`src/rtl/button_event_decoder_if.sv`:
```
// Button-side bundle: debounced level in, one-cycle control events and the held level out.
// `release` and `repeat` are reserved words, so those events carry a _pulse suffix.
interface button_event_decoder_if;
    logic btn;
    logic press;
    logic release_pulse;
    logic short_press;
    logic long_press;
    logic repeat_pulse;
    logic held;

    modport master (
        output btn,
        input  press,
        input  release_pulse,
        input  short_press,
        input  long_press,
        input  repeat_pulse,
        input  held
    );

    modport slave (
        input  btn,
        output press,
        output release_pulse,
        output short_press,
        output long_press,
        output repeat_pulse,
        output held
    );
endinterface

```
`src/rtl/button_event_decoder.sv`:
```
// Turns a debounced button level into press/release/short/long/repeat pulses, timed in ticks.
// Auto-repeat is built only when BUTTON_AUTOREPEAT_EN is defined; otherwise repeat is tied low.
module button_event_decoder #(
    parameter int unsigned TICK_DIV     = 100000,
    parameter int unsigned LONG_TICKS   = 500,
    parameter int unsigned REPEAT_TICKS = 100,
    parameter int unsigned CNT_W        = 16,
    parameter int unsigned DIV_W        = 17
) (
    input logic                   clk,
    input logic                   rst,
    button_event_decoder_if.slave bus
);

    localparam logic [DIV_W-1:0] DivLast = DIV_W'(TICK_DIV - 1);
    localparam logic [CNT_W-1:0] LongCnt = CNT_W'(LONG_TICKS);

    // Elaboration-time parameter legality checks.
    if (TICK_DIV < 2 || (64'd1 << DIV_W) <= 64'(TICK_DIV)) begin : g_bad_div
        $error("TICK_DIV must be >= 2 and fit in DIV_W bits");
    end
    if (LONG_TICKS < 1 || 64'(LONG_TICKS) >= (64'd1 << CNT_W)) begin : g_bad_long
        $error("LONG_TICKS out of range for CNT_W");
    end
    if (REPEAT_TICKS < 1 || 64'(REPEAT_TICKS) >= (64'd1 << CNT_W)) begin : g_bad_rep
        $error("REPEAT_TICKS out of range for CNT_W");
    end

    typedef enum logic [1:0] {
        StIdle,
        StPressed,
        StLongHeld
    } state_e;

    state_e state;

    logic btn_q;
    logic btn_q2;
    logic rise;
    logic fall;
    logic rise_q;
    logic fall_q;

    logic [DIV_W-1:0] div_cnt;
    logic             tick;

    logic [CNT_W-1:0] hold_cnt;
    logic [CNT_W-1:0] hold_inc;

    logic press_q;
    logic release_q;
    logic short_q;
    logic long_q;
    logic held_q;

    assign rise = btn_q & ~btn_q2;
    assign fall = ~btn_q & btn_q2;

    // Edges are registered once more so every event lands two edges after btn is sampled.
    always_ff @(posedge clk) begin
        if (rst) begin
            btn_q  <= 1'b0;
            btn_q2 <= 1'b0;
            rise_q <= 1'b0;
            fall_q <= 1'b0;
        end else begin
            btn_q  <= bus.btn;
            btn_q2 <= btn_q;
            rise_q <= rise;
            fall_q <= fall;
        end
    end

    // Prescaler restarts on the same edge the FSM takes the press, aligning ticks to it.
    assign tick = (div_cnt == DivLast);

    always_ff @(posedge clk) begin
        if (rst || rise_q || tick) begin
            div_cnt <= '0;
        end else begin
            div_cnt <= div_cnt + 1'b1;
        end
    end

    assign hold_inc = (hold_cnt == LongCnt) ? hold_cnt : hold_cnt + 1'b1;

`ifdef BUTTON_AUTOREPEAT_EN
    localparam logic [CNT_W-1:0] RepCnt = CNT_W'(REPEAT_TICKS);

    logic [CNT_W-1:0] rep_cnt;
    logic [CNT_W-1:0] rep_inc;
    logic             repeat_q;

    assign rep_inc = rep_cnt + 1'b1;
`endif

    always_ff @(posedge clk) begin
        if (rst) begin
            state     <= StIdle;
            hold_cnt  <= '0;
            press_q   <= 1'b0;
            release_q <= 1'b0;
            short_q   <= 1'b0;
            long_q    <= 1'b0;
            held_q    <= 1'b0;
`ifdef BUTTON_AUTOREPEAT_EN
            rep_cnt   <= '0;
            repeat_q  <= 1'b0;
`endif
        end else begin
            press_q   <= 1'b0;
            release_q <= 1'b0;
            short_q   <= 1'b0;
            long_q    <= 1'b0;
`ifdef BUTTON_AUTOREPEAT_EN
            repeat_q  <= 1'b0;
`endif
            case (state)
                StIdle: begin
                    if (rise_q) begin
                        press_q  <= 1'b1;
                        held_q   <= 1'b1;
                        hold_cnt <= '0;
                        state    <= StPressed;
                    end
                end
                StPressed: begin
                    // A release on the threshold tick wins over the long press.
                    if (fall_q) begin
                        release_q <= 1'b1;
                        short_q   <= 1'b1;
                        held_q    <= 1'b0;
                        state     <= StIdle;
                    end else if (tick) begin
                        hold_cnt <= hold_inc;
                        if (hold_inc == LongCnt) begin
                            long_q <= 1'b1;
                            state  <= StLongHeld;
`ifdef BUTTON_AUTOREPEAT_EN
                            rep_cnt <= '0;
`endif
                        end
                    end
                end
                StLongHeld: begin
                    if (fall_q) begin
                        release_q <= 1'b1;
                        held_q    <= 1'b0;
                        state     <= StIdle;
                    end
`ifdef BUTTON_AUTOREPEAT_EN
                    else if (tick) begin
                        if (rep_inc == RepCnt) begin
                            repeat_q <= 1'b1;
                            rep_cnt  <= '0;
                        end else begin
                            rep_cnt <= rep_inc;
                        end
                    end
`endif
                end
                default: begin
                    held_q <= 1'b0;
                    state  <= StIdle;
                end
            endcase
        end
    end

    assign bus.press         = press_q;
    assign bus.release_pulse = release_q;
    assign bus.short_press   = short_q;
    assign bus.long_press    = long_q;
    assign bus.held          = held_q;
`ifdef BUTTON_AUTOREPEAT_EN
    assign bus.repeat_pulse  = repeat_q;
`else
    assign bus.repeat_pulse  = 1'b0;
`endif

endmodule

```
`src/flat_wrapper.sv`:
```
// flat-port wrapper written by rule: the top's interface ports become plain ports
module button_event_decoder_flat 
#(
    parameter int unsigned TICK_DIV     = 100000,
    parameter int unsigned LONG_TICKS   = 500,
    parameter int unsigned REPEAT_TICKS = 100,
    parameter int unsigned CNT_W        = 16,
    parameter int unsigned DIV_W        = 17
)
  (clk, rst, bus_btn, bus_press, bus_release_pulse, bus_short_press, bus_long_press, bus_repeat_pulse, bus_held);
  button_event_decoder_if bus_i ();
  input logic clk;
  input logic rst;
  input wire logic [$bits(bus_i.btn)-1:0] bus_btn;
  output wire logic [$bits(bus_i.press)-1:0] bus_press;
  output wire logic [$bits(bus_i.release_pulse)-1:0] bus_release_pulse;
  output wire logic [$bits(bus_i.short_press)-1:0] bus_short_press;
  output wire logic [$bits(bus_i.long_press)-1:0] bus_long_press;
  output wire logic [$bits(bus_i.repeat_pulse)-1:0] bus_repeat_pulse;
  output wire logic [$bits(bus_i.held)-1:0] bus_held;
  assign bus_i.btn = bus_btn;
  assign bus_press = bus_i.press;
  assign bus_release_pulse = bus_i.release_pulse;
  assign bus_short_press = bus_i.short_press;
  assign bus_long_press = bus_i.long_press;
  assign bus_repeat_pulse = bus_i.repeat_pulse;
  assign bus_held = bus_i.held;
  button_event_decoder #(.TICK_DIV(TICK_DIV), .LONG_TICKS(LONG_TICKS), .REPEAT_TICKS(REPEAT_TICKS), .CNT_W(CNT_W), .DIV_W(DIV_W)) u_core (.clk(clk), .rst(rst), .bus(bus_i));
endmodule
```
`config.mk`:
```
export PLATFORM = sky130hd
export DESIGN_NAME = button_event_decoder_flat
export DESIGN_NICKNAME = d
export VERILOG_FILES = /design/src/rtl/button_event_decoder_if.sv /design/src/rtl/button_event_decoder.sv /design/src/flat_wrapper.sv
export SDC_FILE = /design/constraint.sdc
export NUM_CORES = 1
export LEC_CHECK = 0
export CORE_MARGIN = 3
export CORE_UTILIZATION = 60
export CTS_CLUSTER_SIZE = 28
export DETAILED_ROUTE_END_ITERATION = 8
export MAX_ROUTING_LAYER = met4
export PLACE_DENSITY_LB_ADDON = 0.1
export SLEW_MARGIN = 10
export SYNTH_ARGS = -nofsm -noshare
export SYNTH_HDL_FRONTEND = slang
export SYNTH_SLANG_ARGS = --single-unit
export TNS_END_PERCENT = 1
```
`constraint.sdc`:
```
create_clock -name clk -period 3.4 [get_ports clk]
set_input_delay 0.85 -clock clk [delete_from_list [all_inputs] [get_ports clk]]
set_output_delay 0.85 -clock clk [all_outputs]
set_load 0.01 [all_outputs]
```
==> results of run 1 <==
[critical path, cell delays in order, from the launching register on]
cell	delay, ns
dfxtp_1	0.39
inv_1	0.12
ha_1	0.14
or4b_4	0.46
nor4_4	0.43
nand3_1	0.15
a2111oi_0	0.46
nand3_1	0.17
a221oi_2	0.22
[Yosys cell counts (3+ instances only)]
cell type  number  share of area
nand3_1        18          0.037
nand2_1        22          0.034
nor3_1          7          0.014
nand4_1         7          0.018
nor3b_1         3         0.0093
clkbuf_1        8          0.012
dfxtp_1        44           0.36
and2_1          5          0.013
a21oi_1        22          0.046
buf_2           6          0.012
nand3b_1        4          0.012
xor2_1          9          0.033
or3_1           6          0.016
ha_1            6          0.031
nor4_1          4          0.010
inv_1          11          0.017
nor2_1         34          0.053
nor2b_1         7          0.018
xnor2_1         8          0.029
a311oi_1        8          0.029
o21ai_0        15          0.031
[stage by stage]
| step | std cells | utilization | hold WS (ns) |
|---|---|---|---|
| 2_1_floorplan | 292 | - | 0.383 |
| 3_3_place_gp | 332 | 0.656 | 0.399 |
| 3_5_place_dp | 332 | 0.656 | 0.407 |
| 4_1_cts | 339 | 0.677 | 0.416 |
| 5_1_grt | 339 | 0.677 | 0.434 |
| 6_report | 339 | 0.677 | 0.409 |
[registers in the layout, summed over array words and instances (netlist names)]
register and cells:
u_core.btn_q2 1, u_core.bus.press 1, u_core.fall_q 1, u_core.bus.long_press 1, u_core.bus.held 1, u_core.hold_cnt 16
u_core.div_cnt 17, u_core.bus.short_press 1, u_core.btn_q 1, u_core.bus.release_pulse 1, u_core.state 2, u_core.rise_q 1
[final cells by class]
class	count	area, sq um
multi-input combinational	220	1410
tap	48	60.1
timing repair buffer	9	85.1
clock inverter	1	5.00
fill	310	1220
sequential	44	881
clock buffer	6	72.6
inverter	11	41.3
[layer usage]
metal / global-route usage / wire length, um / vias up / part of all wire
li1: - / - / 1049 / -
met1: 0.289 / 2450 / 950 / 0.50
met2: 0.319 / 2180 / 52 / 0.44
met3: 0.0449 / 216 / 7 / 0.044
met4: 0.0846 / 59 / 0 / 0.012
met5: - / 0 / - / 0
[worst min-delay path by stage]
stage / from / endpoint / depth (start not counted)
after floorplan: u_core.btn_q2 / u_core.rise_q / 1
after detailed placement: u_core.btn_q2 / u_core.rise_q / 1
final: u_core.btn_q / u_core.fall_q / 1
after CTS: u_core.btn_q / u_core.fall_q / 1
after global placement: u_core.btn_q2 / u_core.rise_q / 1
after global routing: u_core.btn_q2 / u_core.rise_q / 1
[logic make-up (layout without fill, tap and decap cells)]
kind of cell    Yosys count  after routing  synth area share
compound gates           59             59             0.167
xor+xnor                 17             17            0.0616
fa+ha+maj                 6              6            0.0310
buf+inv                  28             27            0.0543
flops                    44             44             0.364
mux                       2              2           0.00879
other cells               1              1           0.00155
simple gates            135            135             0.311
[power by group through the flow]
stage               Sequential, W  Combinational (W)  Clock, W
finish                   0.000526          0.0000517  0.000305
global route             0.000527          0.0000582  0.000332
CTS                      0.000526          0.0000514  0.000317
detailed placement       0.000539          0.0000512         0
global placement         0.000538          0.0000510         0
floorplan                0.000538          0.0000397         0
==> metrics, run 1 <==
outcome complete, no violations; Worst Setup Path Type reg -> reg; DRT antenna net count 0; Max clock buf depth 2; htree depth 2; min Tclk post-route 2.64 ns; overall power between 0.0008 and 0.0009 W; clock share of power 0.345; number of diodes 0; Yosys reg bits 44; worst path arrival time approximately 2.9 ns; root buffer cell clkbuf_8; Synth async-reset ratio 0; Leak Pwr 0.748 nW; dpl ws 0.860 ns; DRC viols 0; setup bufs post-CTS 0; Max Transition Viols Final 0; GPL Wtd Cong 0.905; crit path max fanout 8; vias per inst 6.07; Hold Violations, Final 0; port bufs 7; P_sw 0.000203 W; Critical Path End u_core.state[1]; worst reg2reg setup slack 0.76 ns; Setup crit start kind flip-flop; PnR worst setup slack 0.762 ns; switch share 0.230; Syn Nets 301; layout cells sized above 1 0.0653; CP required 3.62 ns; Synth warnings 0; Die X approximately 70 um; cell area after layout 0.00255 sq mm; Cell variety after synth 51; pwr dens 346 mW/mm^2; Worst Tran Pin Value 0.634 ns; most frequent cells in the layout dfxtp_1 (44), nor2_1 (34), nand2_1 (22), a21oi_1 (22), nand3_1 (18); Max-slew headroom 0.574; final wirelength 4.90 mm; initial antenna violation count 0; DIE AREA 0.00483 sq mm; Initial Utilization 0.641; Vert. Die Dim between 60 and 70 um; dpl hpwl 3.43 mm; area added between synthesis and finish 5.48%; VDD IR max 0.240 mV; Worst-Skew Late Latency 0.29 ns; vias in the first global route between 1500 and 2000; grt ovf 0; Tot GR Track Use 0.216; wire length per cell 14.5 um; most common cell after layout, fill and taps aside dfxtp_1; combinational power share 0.058; FF-to-FF End u_core.state[1]; worst min-delay path class reg -> reg; f_max 379 MHz; total CTS buffers 5; TritonCTS clock tree yes; post-route setup TNS 0 ns; r2r startpoint u_core.hold_cnt[0]; core area 0.00377 sq mm; Worst setup EP type flip-flop; Post-synth EDFFs 0; RSZ-0062 raised after global routing no; placed instance area about 0.0025 sq mm; Clock Skew 0.0103 ns; sequential share of power 0.596; Pint ~0.00068 W; hold-fix buffer count after cts 0; Post-Syn Instances roughly 300; Rows 22; drt initial violations 156; Tcrit/Tclk final 0.776; largest net degree at the start of global routing 28; Syn Area/Cell 8.28 sq um; Pre-antenna DRT Iters 4; Max-Cap Viols 0; fin nets 300; CTS Sinks 44; Netlist Area Pre-Place 0.00242 sq mm; # IOs 9; register area share after synthesis 0.364; PostCTS Resize Cnt 0; final setup violation count 0; Worst Setup SP u_core.hold_cnt[0]; Clock transition at path regs 0.08 ns; Main synth FF type dfxtp_1; worst reg-to-reg path cell count 8; global-route wire length before repair between 8 and 9 mm; via count between 2000 and 2500
No activity file was read; power rests on OpenSTA's default activity.
==> inputs of run 2 (changes only) <==
Clock period 3.4 ns to 2.48 ns, I/O delays scaled along.
==> metrics, run 2 (synthesized netlist as in run 1, its figures left out) <==
htree depth 2 (unchanged); clock share of power 0.408 (was 0.345); dpl hpwl 3.80 mm (was 3.43 mm); Max clock buf depth 2 (unchanged); final setup violation count 0 (unchanged); Worst Setup Path Type reg -> reg (unchanged); number of diodes 0 (unchanged); worst reg-to-reg path cell count 6 (was 8); combinational power share 0.056 (was 0.058); Worst-Skew Late Latency 0.30 ns (was 0.29 ns); layout cells sized above 1 0.159 (was 0.0653); largest net degree at the start of global routing 17 (was 28); Hold Violations, Final 0 (unchanged); total CTS buffers 5 (unchanged); TritonCTS clock tree yes (unchanged); vias per inst 5.96 (was 6.07); initial antenna violation count 0 (unchanged); root buffer cell clkbuf_8 (unchanged); Clock transition at path regs 0.09 ns (was 0.08 ns); f_max 419 MHz (was 379 MHz); Inst Count DP 352 (was 332); cell area after layout 0.00278 sq mm (was 0.00255 sq mm); post-route setup TNS 0 ns (unchanged); grt ovf 0 (unchanged); Clock Skew 0.00693 ns (was 0.0103 ns); Most flops, register u_core.div_cnt (unchanged); sequential share of power 0.535 (was 0.596); CTS Sinks 44 (unchanged); Max-Cap Viols 0 (unchanged); drt initial violations 168 (was 156); VDD IR max 0.367 mV (was 0.240 mV); multi-input logic area 0.00143 sq mm (was 0.00141 sq mm); worst path arrival time 2.57 ns (was 2.85 ns); outcome complete, no violations (unchanged); GPL Wtd Cong 0.897 (was 0.905); Max Transition Viols Final 0 (unchanged); worst min-delay path class reg -> reg (unchanged); P_sw 0.000305 W (was 0.000203 W); Leak Pwr 0.878 nW (was 0.748 nW); fill count 298 (was 310); fin nets 322 (was 300); final wirelength 5.32 mm (was 4.90 mm); most common cell after layout, fill and taps aside dfxtp_1 (unchanged); wire length per cell 14.7 um (was 14.5 um); Tot GR Track Use 0.234 (was 0.216); vias in the first global route 1940 (was 1901); Pre-antenna DRT Iters 4 (unchanged); DIE AREA 0.00483 sq mm (unchanged); final instance count without filler cells 362 (was 339); DRC viols 0 (unchanged); port bufs 7 (unchanged); family with the most delay on the worst path simple AND/OR/NAND/NOR gates (unchanged); global-route wire length before repair 9.05 mm (was 8.34 mm); hold-fix buffer count after cts 0 (unchanged); most frequent cells in the layout dfxtp_1 (44), nor2_1 (34), buf_4 (24) (was dfxtp_1 (44), nor2_1 (34), nand2_1 (22), a21oi_1 (22), nand3_1 (18)); Worst setup EP type flip-flop (unchanged); # IOs 9 (unchanged); core area 0.00377 sq mm (unchanged); Pint 0.00104 W (was 0.000680 W); post-layout util 0.736 (was 0.677); Setup crit start kind flip-flop (unchanged); pwr dens 486 mW/mm^2 (was 346 mW/mm^2); Hold Crit Depth 1 (unchanged); switch share 0.227 (was 0.230); Initial Utilization 0.641 (unchanged); via count 2157 (was 2058); critical path's largest stage delay 0.46 ns (about the same); Rows 22 (unchanged); Top Registers u_core.div_cnt x17, u_core.hold_cnt x16, u_core.state x2 (unchanged); RSZ-0062 raised after global routing yes (was no); cell mode on critical path nand3_1 (unchanged); Vert. Die Dim 69.5 um (unchanged); area added between synthesis and finish 14.7% (was 5.48%); Worst path slowest cell dfxtp_1 (was or4b_4); placed instance area 0.00262 sq mm (was 0.00247 sq mm); max reg flops 17 (unchanged); crit path max fanout 7 (was 8); min Tclk post-route 2.38 ns (was 2.64 ns); Tcrit/Tclk final 0.962 (was 0.776); CP required 2.67 ns (was 3.62 ns); Die X 69.5 um (unchanged); Storage cell area 881 sq um (unchanged); crit-path cells ha_1 -> nand3_1 -> or3_1 -> a2111oi_4 -> nand3_1 -> mux2_2 (was inv_1 -> ha_1 -> or4b_4 -> nor4_4 -> nand3_1 -> a2111oi_0 -> nand3_1 -> a221oi_2); DRT antenna net count 0 (unchanged); WP depth 6 (was 8); Buf/Inv on CP 0 (was 1)
## run 2: routing by layer
| metal | part of all wire | vias up | GRT usage | wire [um] |
|---|---|---|---|---|
| li1 | - | 1094 | - | - |
| met1 | 0.51 | 1021 | 0.326 | 2690 |
| met2 | 0.45 | 35 | 0.345 | 2380 |
| met3 | 0.035 | 7 | 0.0319 | 185 |
| met4 | 0.011 | 0 | 0.0889 | 58 |
| met5 | 0 | - | - | 0 |
## run 2: path summary, 6_finish.rpt
check	from	endpoint	slack, ns
min reg2reg	u_core.btn_q	u_core.fall_q	0.42
max	u_core.hold_cnt[1]	u_core.state[0]	0.1
max reg2reg	u_core.hold_cnt[1]	u_core.state[0]	0.1
min	u_core.btn_q	u_core.fall_q	0.42
## run 2: worst reg2reg max path: stages (launching register included)
cell	delay (ns)
dfxtp_1	0.46
ha_1	0.34
nand3_1	0.22
or3_1	0.41
a2111oi_4	0.35
nand3_1	0.20
mux2_2	0.30
## run 2: layout make-up
cell class	instances	area share
inverters	11	0.0149
repair buffers	31	0.0902
clock buffers	5	0.0248
well taps	48	0.0216
clock inverters	3	0.0153
flip-flops and latches	44	0.317
multi-input cells	220	0.516
## run 2: repair_timing
action,CTS,global route
setup buffers,0,2
resized for setup,0,9
setup endpoints to repair,0,17
## run 2: power by group through the flow
stage                     registers [W]  clock network [W]  logic [W]
after floorplan                0.000737                  0  0.0000544
after global placement         0.000738                  0  0.0000729
after detailed placement       0.000738                  0  0.0000733
after CTS                      0.000722           0.000557  0.0000747
after global routing           0.000723           0.000589  0.0000848
final                          0.000722           0.000550  0.0000760
## run 2: through the flow
stage	hold slack [ns]	total power, W	setup WS (ns)
6_report	0.416	0.00135	0.0950
5_1_grt	0.433	0.00140	-0.0276
4_1_cts	0.415	0.00135	0.00748
3_5_place_dp	0.400	0.000811	0.0690
3_3_place_gp	0.391	0.000811	0.0879
2_1_floorplan	0.383	0.000792	0.0676
==> inputs of run 3 (changes only) <==
Settings changed: CAP_MARGIN from default to 20, CTS_CLUSTER_SIZE 28 to 25, PLACE_DENSITY from default to 0.79, PLACE_DENSITY_LB_ADDON 0.1 to default.
==> metrics, run 3 (synthesized netlist as in run 1, its figures left out) <==
outcome complete, no violations (unchanged); dpl hpwl 3.86 mm (was 3.80 mm); Storage cell area 881 sq um (unchanged); largest net degree at the start of global routing 17 (unchanged); Initial Utilization 0.641 (unchanged); multi-input logic area 0.00144 sq mm (was 0.00143 sq mm); wire length per cell 15.2 um (was 14.7 um); drt initial violations 210 (was 168); Hold Violations, Final 0 (unchanged); CP required 2.68 ns (was 2.67 ns); htree depth 2 (unchanged); total CTS buffers 5 (unchanged); overall power 0.00128 W (was 0.00135 W); pwr dens 468 mW/mm^2 (was 486 mW/mm^2); Worst-Skew Late Latency 0.31 ns (was 0.30 ns); Die X 69.5 um (unchanged); Worst path slowest cell dfxtp_1 (unchanged); grt ovf 0 (unchanged); most common cell after layout, fill and taps aside dfxtp_1 (unchanged); fill count 300 (was 298); GPL Wtd Cong 0.938 (was 0.897); f_max 414 MHz (was 419 MHz); critical path's largest stage delay 0.45 ns (was 0.46 ns); FF-to-FF End u_core.state[0] (unchanged); vias per inst 6.03 (was 5.96); switch share 0.258 (was 0.227); Clock Skew 0.00870 ns (was 0.00693 ns); Max clock buf depth 2 (unchanged); Max Transition Viols Final 0 (unchanged); sequential share of power 0.563 (was 0.535); combinational power share 0.061 (was 0.056); cell area after layout 0.00274 sq mm (was 0.00278 sq mm); placed instance area 0.00262 sq mm (about the same); vias in the first global route 1993 (was 1940); # IOs 9 (unchanged); Clock transition at path regs 0.09 ns (about the same); worst path arrival time 2.62 ns (was 2.57 ns); final wirelength 5.46 mm (was 5.32 mm); number of diodes 0 (unchanged); Setup crit start kind flip-flop (unchanged); initial antenna violation count 0 (unchanged); min-delay src u_core.btn_q2 (was u_core.btn_q); Rows 22 (unchanged); r2r startpoint u_core.hold_cnt[4] (was u_core.hold_cnt[1]); worst reg2reg setup slack 0.06 ns (was 0.1 ns); Min Hold Slack 0.432 ns (was 0.416 ns); Tot GR Track Use 0.241 (was 0.234); TritonCTS clock tree yes (unchanged); dpl ws 0.0240 ns (was 0.0690 ns); Most flops, register u_core.div_cnt (unchanged); port bufs 7 (unchanged); VDD IR max 0.502 mV (was 0.367 mV); PostCTS Resize Cnt 0 (unchanged); final setup violation count 0 (unchanged); Top Registers u_core.div_cnt x17, u_core.hold_cnt x16, u_core.state x2 (unchanged); most frequent cells in the layout dfxtp_1 (44), nor2_1 (34), a21oi_1 (22) (was dfxtp_1 (44), nor2_1 (34), buf_4 (24)); hold-fix buffer count after cts 0 (unchanged); worst min-delay path class reg -> reg (unchanged); worst reg-to-reg path cell count 7 (was 6); Max-Cap Viols 0 (unchanged); hold path endpoint u_core.rise_q (was u_core.fall_q); Pre-antenna DRT Iters 5 (was 4); P_sw 0.000331 W (was 0.000305 W); Leak Pwr 0.858 nW (was 0.878 nW); clock share of power 0.377 (was 0.408); DIE AREA 0.00483 sq mm (unchanged); root buffer cell clkbuf_8 (unchanged); Tcrit/Tclk final 0.975 (was 0.962); core area 0.00377 sq mm (unchanged); layout cells sized above 1 0.145 (was 0.159); global-route wire length before repair 9.25 mm (was 9.05 mm); RSZ-0062 raised after global routing yes (unchanged); CTS Sinks 44 (unchanged); Hold Crit Depth 1 (unchanged); area added between synthesis and finish 13.5% (was 14.7%); Worst setup EP type flip-flop (unchanged); DRC viols 0 (unchanged); PnR worst setup slack 0.0623 ns (was 0.0950 ns); setup bufs post-CTS 0 (unchanged); Worst Setup Path Type reg -> reg (unchanged); Vert. Die Dim 69.5 um (unchanged); Pint 0.000952 W (was 0.00104 W); crit path max fanout 8 (was 7); min Tclk post-route 2.42 ns (was 2.38 ns); fin nets 319 (was 322); via count 2163 (was 2157); DRT antenna net count 0 (unchanged); crit-path cells nand4_1 -> buf_4 -> o311a_1 -> a21oi_1 -> a211oi_1 -> nand3_1 -> mux2_2 (was ha_1 -> nand3_1 -> or3_1 -> a2111oi_4 -> nand3_1 -> mux2_2); max reg flops 17 (unchanged)
run 3: critical path, delay by kind of cell, from the launching register on:
kind / cells / cell delay [ns]
multiplexers: 1 / 0.35
AND/OR/NAND/NOR: 2 / 0.49
AO/OA/AOI/OAI: 3 / 0.75
buffers and inverters: 1 / 0.28
flip-flops: 1 / 0.45
run 3: final cells by class:
type,count,share of cell area
timing repair buffer,28,0.0830
multi-input combinational,220,0.524
sequential,44,0.321
clock buffer,5,0.0251
clock inverter,3,0.00958
inverter,11,0.0150
tap,48,0.0219
run 3: worst max path at each step:
stage / start / end / cells past startpoint
finish: u_core.hold_cnt[4] / u_core.state[0] / 7
floorplan: u_core.hold_cnt[0] / u_core.state[1] / 9
CTS: u_core.div_cnt[13] / u_core.hold_cnt[14] / 6
global route: u_core.hold_cnt[1] / u_core.state[0] / 7
global placement: u_core.div_cnt[13] / u_core.hold_cnt[4] / 5
detailed placement: u_core.div_cnt[13] / u_core.hold_cnt[14] / 6
run 3: power by group through the flow:
stage / clock (W) / sequential (W) / combinational [W]
after floorplan: 0 / 0.000737 / 0.0000544
after global placement: 0 / 0.000738 / 0.0000720
after detailed placement: 0 / 0.000738 / 0.0000735
after CTS: 0.000490 / 0.000722 / 0.0000753
after global routing: 0.000520 / 0.000723 / 0.0000866
final: 0.000483 / 0.000722 / 0.0000782
run 3: through the flow:
| step | util | setup TNS (ns) | std cells |
|---|---|---|---|
| after floorplan | - | 0 | 292 |
| after global placement | 0.694 | 0 | 351 |
| after detailed placement | 0.694 | 0 | 351 |
| after CTS | 0.719 | 0 | 359 |
| after global routing | 0.728 | -0.0834 | 359 |
| final | 0.728 | 0 | 359 |
run 3: per-layer routing:
metal | global-route usage | share of wire
met1 | 0.313 | 0.47
met2 | 0.358 | 0.45
met3 | 0.0493 | 0.041
met4 | 0.117 | 0.034
met5 | - | 0
